## src/rtl/input_port_conditioner.sv

```systemverilog
// -----------------------------------------------------------------------------
// input_port_conditioner
//
// Conditions the external input pins of the MIPS32 system before they reach
// the memory-mapped port decoder. Pin i is read by the CPU at address 8+i.
// Each pin goes through three stages:
//   1. A two-flop synchronizer that brings the asynchronous pin into clk.
//   2. A counter-based debouncer. A new level is accepted only after the
//      synchronized pin has disagreed with the current level for
//      DEBOUNCE_CYCLES consecutive edges.
//   3. A sticky rising-edge flag. It sets when the debounced level goes 0->1
//      and clears when the CPU reads that pin's address.
//
// Parameters:
//   NUM_IN           number of input pins (pin i maps to address 8+i)
//   DEBOUNCE_CYCLES  consecutive disagreeing edges needed to accept a new
//                    level, legal range 1..255
//
// Ports:
//   clk         in   1       system clock, rising-edge active
//   rst_n       in   1       asynchronous active-low reset
//   rawPins     in   NUM_IN  asynchronous external pins
//   dirSelect   in   8       data-memory address from the ALU path
//   selectRead  in   1       decoder is returning an input-port value
//   inputPorts  out  NUM_IN  debounced, synchronized pin levels
//   edgeFlags   out  NUM_IN  sticky rising-edge flags, one per pin
//   anyEdge     out  1       OR of all edge flags
// -----------------------------------------------------------------------------
module input_port_conditioner #(
  parameter int NUM_IN          = 2,
  parameter int DEBOUNCE_CYCLES = 4
) (
  input  logic              clk,
  input  logic              rst_n,
  input  logic [NUM_IN-1:0] rawPins,
  input  logic [7:0]        dirSelect,
  input  logic              selectRead,
  output logic [NUM_IN-1:0] inputPorts,
  output logic [NUM_IN-1:0] edgeFlags,
  output logic              anyEdge
);

  // Address of pin 0 in the data-memory map; pin i sits at BASE_ADDR+i.
  localparam int          BASE_ADDR = 8;
  // Terminal count of the debouncer. Reaching it while still disagreeing
  // accepts the new level, so the counter never passes this value.
  localparam logic [7:0]  CNT_LAST  = 8'(DEBOUNCE_CYCLES - 1);

  // ---------------------------------------------------------------------------
  // State
  // ---------------------------------------------------------------------------
  logic [NUM_IN-1:0] sync1;
  logic [NUM_IN-1:0] sync2;
  logic [NUM_IN-1:0] stable;
  logic [NUM_IN-1:0] flags;
  logic [7:0]        cnt [NUM_IN];

  // ---------------------------------------------------------------------------
  // Next-state values
  // ---------------------------------------------------------------------------
  logic [NUM_IN-1:0] stableNext;
  logic [NUM_IN-1:0] flagsNext;
  logic [NUM_IN-1:0] riseEvent;
  logic [NUM_IN-1:0] readHit;
  logic [7:0]        cntNext [NUM_IN];

  // Debouncer: compare the synchronized pin against the accepted level.
  always_comb begin
    // NOTE: every output of this block gets a default before any branch, so
    // no path leaves a value unassigned and no latch is inferred.
    stableNext = stable;
    for (int i = 0; i < NUM_IN; i++) begin
      cntNext[i] = '0;
    end

    for (int i = 0; i < NUM_IN; i++) begin
      if (sync2[i] == stable[i]) begin
        // Any agreeing edge restarts the disagreement count.
        cntNext[i] = '0;
      end else if (cnt[i] == CNT_LAST) begin
        stableNext[i] = sync2[i];
        cntNext[i]    = '0;
      end else begin
        cntNext[i] = cnt[i] + 8'd1;
      end
    end
  end

  // Edge flags: set on an accepted 0->1 transition, clear on a read of the
  // pin's own address. Setting wins over clearing so a rising edge that
  // coincides with the read is not lost.
  always_comb begin
    riseEvent = '0;
    readHit   = '0;
    flagsNext = flags;

    for (int i = 0; i < NUM_IN; i++) begin
      riseEvent[i] = ~stable[i] & stableNext[i];
      readHit[i]   = selectRead && (dirSelect == 8'(BASE_ADDR + i));
      flagsNext[i] = riseEvent[i] | (flags[i] & ~readHit[i]);
    end
  end

  // ---------------------------------------------------------------------------
  // Registers
  // ---------------------------------------------------------------------------
  always_ff @(posedge clk or negedge rst_n) begin
    if (!rst_n) begin
      sync1  <= '0;
      sync2  <= '0;
      stable <= '0;
      flags  <= '0;
      // NOTE: the counter array is flop-based and small, so every entry is
      // reset; an abandoned partial count must not survive a reset.
      for (int i = 0; i < NUM_IN; i++) begin
        cnt[i] <= '0;
      end
    end else begin
      // NOTE: non-blocking assignments here let sync2 take the old sync1,
      // giving a true two-stage synchronizer regardless of statement order.
      sync1  <= rawPins;
      sync2  <= sync1;
      stable <= stableNext;
      flags  <= flagsNext;
      for (int i = 0; i < NUM_IN; i++) begin
        cnt[i] <= cntNext[i];
      end
    end
  end

  // ---------------------------------------------------------------------------
  // Outputs
  // ---------------------------------------------------------------------------
  assign inputPorts = stable;
  assign edgeFlags  = flags;
  // Straight from the flag registers, so it tracks edgeFlags with no lag.
  assign anyEdge    = |flags;

endmodule

```

## config.mk

```make
export PLATFORM = sky130hd
export DESIGN_NAME = input_port_conditioner
export DESIGN_NICKNAME = d
export VERILOG_FILES = /design/src/rtl/input_port_conditioner.sv
export SDC_FILE = /design/constraint.sdc
export NUM_CORES = 1
export LEC_CHECK = 0
export BUFFER_PORTS_ARGS = -buffer_cell sky130_fd_sc_hd__buf_4
export CORE_MARGIN = 4
export CORE_UTILIZATION = 45
export CTS_BUF_LIST = sky130_fd_sc_hd__clkbuf_8
export DETAILED_ROUTE_END_ITERATION = 16
export PLACE_DENSITY = 0.72
export RECOVER_POWER = 100
export SYNTH_ARGS = -nofsm -noshare
export SYNTH_HDL_FRONTEND = slang
export SYNTH_SLANG_ARGS = --single-unit
export TNS_END_PERCENT = 5
```

## constraint.sdc

```tcl
create_clock -name clk -period 3.5 [get_ports clk]
set_input_delay 0 -clock clk [delete_from_list [all_inputs] [get_ports clk]]
set_output_delay 0 -clock clk [all_outputs]
set_load 0.05 [all_outputs]
```

# Word-level counts from Yosys, hierarchy flattened
# Cells that the tools add are included.
[classes]
mux = 8
bitwise = 10
n_addsub = 2
eq_ne = 6
n_reduce_logical = 3
[op_table]
columns = ["operator", "n"]
rows = [
  ["two-way mux 8 bit", 4],
  ["adder 8 x 1 -> 8 bit (second input constant)", 2],
  ["equality test 8 x 2 -> 1 bit (second input constant)", 2],
  ["equality test 8 x 4 -> 1 bit (second input constant)", 2],
  ["AND 1 bit", 4],
  ["two-way mux 1 bit", 4],
  ["NOT 1 bit", 4],
  ["equality test 1 bit", 2],
  ["logical AND 1 bit", 2],
  ["bitwise OR 1 bit", 2],
  ["OR reduction 2 bit", 1],
]
[word_totals]
input_bits = 13
output_inout_bits = 5
reg_bits = 24

# Depth between registers and ports, before layout
[logic_depth]
ltp_word = 5
depth_mapped = 4
mapped_depth_nobuf = 4

# Least setup slack after synthesis
# Ideal clock, no wire load.
[synth_timing]
kind = "register -> register"
from = "register cnt[8] in the netlist's numbering"
to = "register stable[0], in the netlist inputPorts[0]"
synth_period_minus_slack_ps = 1305
setup_slack_ps = 2195
setup_time_ps = 125
path_stages_with_launch = 5
arrival_ps = 1180
cell_sequence = "dfrtp_1 > ha_1 > nor4b_2 > nand2_1 > mux2_2"
[synth_between]
elab_chain_cells = 3
[synth_lines]
columns = ["item", "line_no", "rtl"]
rows = [
  ["start, declared", "56", "logic [7:0] cnt [NUM_IN];"],
  ["start signal, assigned by index", "126", "cnt[i] <= cntNext[i];"],
  ["equality test 8 x 2 -> 1 bit", "80", "end else if (cnt[i] == CNT_LAST) begin"],
  ["two-way mux 1 bit", "80", ""],
  ["two-way mux 1 bit", "77", "if (sync2[i] == stable[i]) begin"],
  ["via stableNext[0]", "61", "logic [NUM_IN-1:0] stableNext;"],
  ["end signal, assigned", "123", "stable <= stableNext;"],
  ["end, declared", "54", "logic [NUM_IN-1:0] stable;"],
]
# The timed path passes the listed nets, and every way through them passes these cells.

# Final worst setup path
[layout_timing]
from = "register cnt[0] in the netlist's numbering"
to = "register stable[1], in the netlist inputPorts[1]"
# The elaborated chain is that of the path after synthesis.

==> results.txt <==
- The number of global-route vias before repair was 793.
- Height of the chip: 57.1 um
- Summing the areas of all xor and xnor instances in the mapped netlist gives 6.46% of the synthesized area.
* Sinks on Clock Net: 24
* Synth Area in Adders: 4.61%
- Placeable Area: 0.00225 mm^2
- Vias after detailed routing: 799
- Cells traversed along the worst timing path: ha_1, nor4b_1, nand2_1, mux2_2
- After global routing the overflow that remains totals 0.
- In this run the core area contains 17 standard-cell rows.
- STA puts the critical path data required time at 3650 ps.
- The number of antenna violations at the first check in global routing came to 0.
- After synthesis, the share of flip-flops with an asynchronous set or reset is 100%.
- In this run the power density over the cells is 593 mW/mm^2.
- Portion of the post-synthesis area used by sequential elements: 55.4%
* Cell depth of the worst flop-to-flop path: 4
* Clock buffer count from CTS: 3
* Share of the synthesized area in the top cell type: 55.4%
* Simple logic cell fraction of the synthesized area: 21.1%
- Initial standard-cell utilization of the core: 48.1%
- Yosys attributes the largest share of cell area to sky130_fd_sc_hd__dfrtp_1, sky130_fd_sc_hd__xor2_1, sky130_fd_sc_hd__ha_1.
- STA puts the critical path data arrival time at 1660 ps.
- Final cycle utilization of the critical path: 43.3%
* Total global routing track utilization: 13.9%
- Counting both buffers and inverters, the worst setup path holds a total of 0.
- For the worst-skew pair, the clock arrives at the later sink with an insertion delay of 260 ps.
* Unrepaired setup endpoints after global routing: no
* Fraction of layout cells with a size suffix above 1: 15.6%
- Detail-routed net length per standard cell: 13.4 um
- For this run, the slowest stage of the critical path takes 440 ps.
* Distinct cell type count of the synthesized netlist: 24
- The routed design has 2.01 mm of wire.
- Clk slew on worst S/H paths: 80 ps
- Antenna diodes: 0
* Flop and latch count out of synthesis: 24
- Buffers placed on the I/O ports in this run total 17.
* Cell chosen for the clock root: sky130_fd_sc_hd__clkbuf_8
- The slowest stage of the critical path belongs to the cell sky130_fd_sc_hd__dfrtp_1.
- The wire-length estimate of the detail-placed layout is 1.44 mm.
- Normalized max-slew margin: 19.0%
- The cell count after synthesis came out at 97.
* TritonCTS clock tree: done
* Largest net degree at the start of global routing: 25
* Sequential fraction of design power: 48.3%
- Critical Setup Path Class: flop to flop
- For this run, the post-layout net count is 140.
- Category of the worst setup path launch point: flop
- Post-route setup slack: 1990 ps
- Vias per cell: 5.33
* Logic pwr share: 28.3%
- STA classifies the critical path endpoint as a flop.
- Mean Syn Cell Area: 11.2 um^2
* Number of enable-type register cells in the synthesized netlist: 0
* Worst hold path depth: 4
- At the pin with the least slew margin, the transition time is 1220 ps.
* Worst ir drop on vdd: 0.325 mV
- Summed over all failing endpoints, the final setup total negative slack is 0 ps.
- Ranking of synthesized cells by instance count: sky130_fd_sc_hd__dfrtp_1, sky130_fd_sc_hd__nor2_1, sky130_fd_sc_hd__nand3_1
- Family with the most delay on the worst path: simple AND/OR/NAND/NOR gates
- Sw power: 273 uW
- The internal power of the cells totals 503 uW.
* DR DRC count: 0
- Fill cell instance count of the final layout: 209
* Post-Place Worst Slack: 2120 ps
- The analysis attributes to cell leakage a power of 0.000569 uW.
- In this run the remaining antenna-violating nets after routing total 0.
- The die covers 0.00326 mm^2.
- Post-CTS setup-driven buffer insertion count: 0
- During synthesis, Yosys emitted a total of 0 warnings.
* Largest area contributor in the synthesized netlist: sky130_fd_sc_hd__dfrtp_1
- Die X: 57.1 um
* Switching fraction of total power: 35.2%
- The clock network burns 23.4% of the power.
* Worst path depth: 4
- Share of cell area taken by muxes after synthesis: 2.08%
- Timing would allow up to 660 MHz.
- # IOs: 18
- The routed design could run at a clock period as short as 1510 ps.
- In this run the deepest clock path goes through 2 buffers.
* H-Tree Depth: 1
* Primary flip-flop cell chosen by synthesis mapping: sky130_fd_sc_hd__dfrtp_1
- Final hold viol count: 0
- The worst hold path belongs to the class primary input to flop.
* Summed instance area of the synthesized netlist: 0.00108 mm^2
- Area Growth Syn to Fin: 20.5%
- Worst hold slack across all endpoints: 115 ps
- Final-report setup violation count: 0
* Fraction of the mapped netlist area in compound gates: 9.69%
- Maximum Capacitance Violations: 0
* Library cell with the highest instance count after synthesis: sky130_fd_sc_hd__dfrtp_1
- Result of the run: complete, no violations
- Before antenna repair, the detailed router went through 4 iterations.
* Final weighted congestion in routability-driven placement: 0.784
- Synthesized netlist net count: 114
- The first global-routing pass estimated 3.54 mm of wire.
- Setup skew after layout: 4.50 ps
- After synthesis, the largest family of logic cells by area is simple AND/OR/NAND/NOR gates.
- Iter 0 DRT Violations: 10
- CP Max Fanout: 6
* Number of pins exceeding their max-slew limit in the final report: 0
==> power by group through the flow <==
stage	clock network (uW)	logic, uW	registers, uW
after floorplan	0	114	423
after global placement	0	232	376
after detailed placement	0	234	381
after CTS	190	239	375
after global routing	201	246	382
final	182	220	374
==> per-layer routing <==
metal  track usage [%]  share of wire, %
met1              17.9                45
met2              22.5                47
met4              5.96               1.3
met3              3.17               6.6
met5                 0                 0
==> cell type report <==
class | instances | area (um^2) | share of cell area, %
Tap cell | 28 | 35.0 | 2.68
Multi-Input combinational cell | 71 | 464 | 35.5
Sequential cell | 24 | 601 | 45.9
Inverter | 2 | 7.51 | 0.574
Clock buffer | 4 | 55.1 | 4.21
Timing Repair Buffer | 21 | 145 | 11.1
==> final timing paths <==
kind / from / to / slack, ps
min in group asynchronous: rst_n / cnt[10]$_DFF_PN0_ / 510
max: cnt[0]$_DFF_PN0_ / inputPorts[1]$_DFF_PN0_ / 1990
max in group asynchronous: rst_n / inputPorts[0]$_DFF_PN0_ / 2270
min: dirSelect[7] / edgeFlags[1]$_DFF_PN0_ / 120
max reg2reg: cnt[0]$_DFF_PN0_ / inputPorts[1]$_DFF_PN0_ / 1990
min reg2reg: sync1[1]$_DFF_PN0_ / sync2[1]$_DFF_PN0_ / 350
==> cells by family after synthesis <==
logic type	count (synthesis)
flip-flops	24
AO/OA/AOI/OAI	18
adder cells (fa/ha/maj)	4
buffers and inverters	2
multiplexers	2
AND/OR/NAND/NOR	39
XOR/XNOR	8
==> worst reg2reg max path: stages, from the launching register on <==
cell and delay (ps):
sky130_fd_sc_hd__dfrtp_1 440, sky130_fd_sc_hd__ha_1 200, sky130_fd_sc_hd__nor4b_1 340, sky130_fd_sc_hd__nand2_1 140, sky130_fd_sc_hd__mux2_2 290
==> cell usage in the layout (no fill, tap or decap), types with 2 or more instances in the layout <==
cell type                        n
sky130_fd_sc_hd__o31ai_1         2
sky130_fd_sc_hd__mux2_2          2
sky130_fd_sc_hd__nand4_1         2
sky130_fd_sc_hd__nand2_1         5
sky130_fd_sc_hd__nand3_1         7
sky130_fd_sc_hd__o21ai_0         6
sky130_fd_sc_hd__dfrtp_1        24
sky130_fd_sc_hd__xor2_1          6
sky130_fd_sc_hd__clkbuf_4        2
sky130_fd_sc_hd__dlygate4sd3_1   4
sky130_fd_sc_hd__a21bo_1         2
sky130_fd_sc_hd__a21oi_1         6
sky130_fd_sc_hd__xnor2_1         2
sky130_fd_sc_hd__nor4b_1         2
sky130_fd_sc_hd__clkbuf_8        4
sky130_fd_sc_hd__inv_1           2
sky130_fd_sc_hd__clkbuf_1        6
sky130_fd_sc_hd__nor3_1          2
sky130_fd_sc_hd__or3_1           6
sky130_fd_sc_hd__ha_1            4
sky130_fd_sc_hd__nand2b_1        2
sky130_fd_sc_hd__nor2_1          8
sky130_fd_sc_hd__o21ai_1         2
sky130_fd_sc_hd__buf_4           9
==> sequential cells by signal (all words and copies together) (netlist names) <==
register    cells
edgeFlags       2
cnt            16
sync1           2
sync2           2
inputPorts      2
==> stage by stage <==
| stage | power (uW) | instance area (um^2) | util (%) | instances |
|---|---|---|---|---|
| floorplan | 537 | 1080 | - | 97 |
| global placement | 608 | 1250 | 55.3 | 142 |
| detailed placement | 615 | 1250 | 55.3 | 142 |
| CTS | 804 | 1340 | 59.5 | 150 |
| global route | 829 | 1310 | 58.0 | 150 |
| finish | 776 | 1310 | 58.0 | 150 |
==> repair_timing <==
item / 4_1_cts / 5_1_grt
endpoints found under the hold margin: 27 / 0
hold buffers: 4 / 0
gates resized for setup: 0 / 0
(Power assumes the default switching activity.)
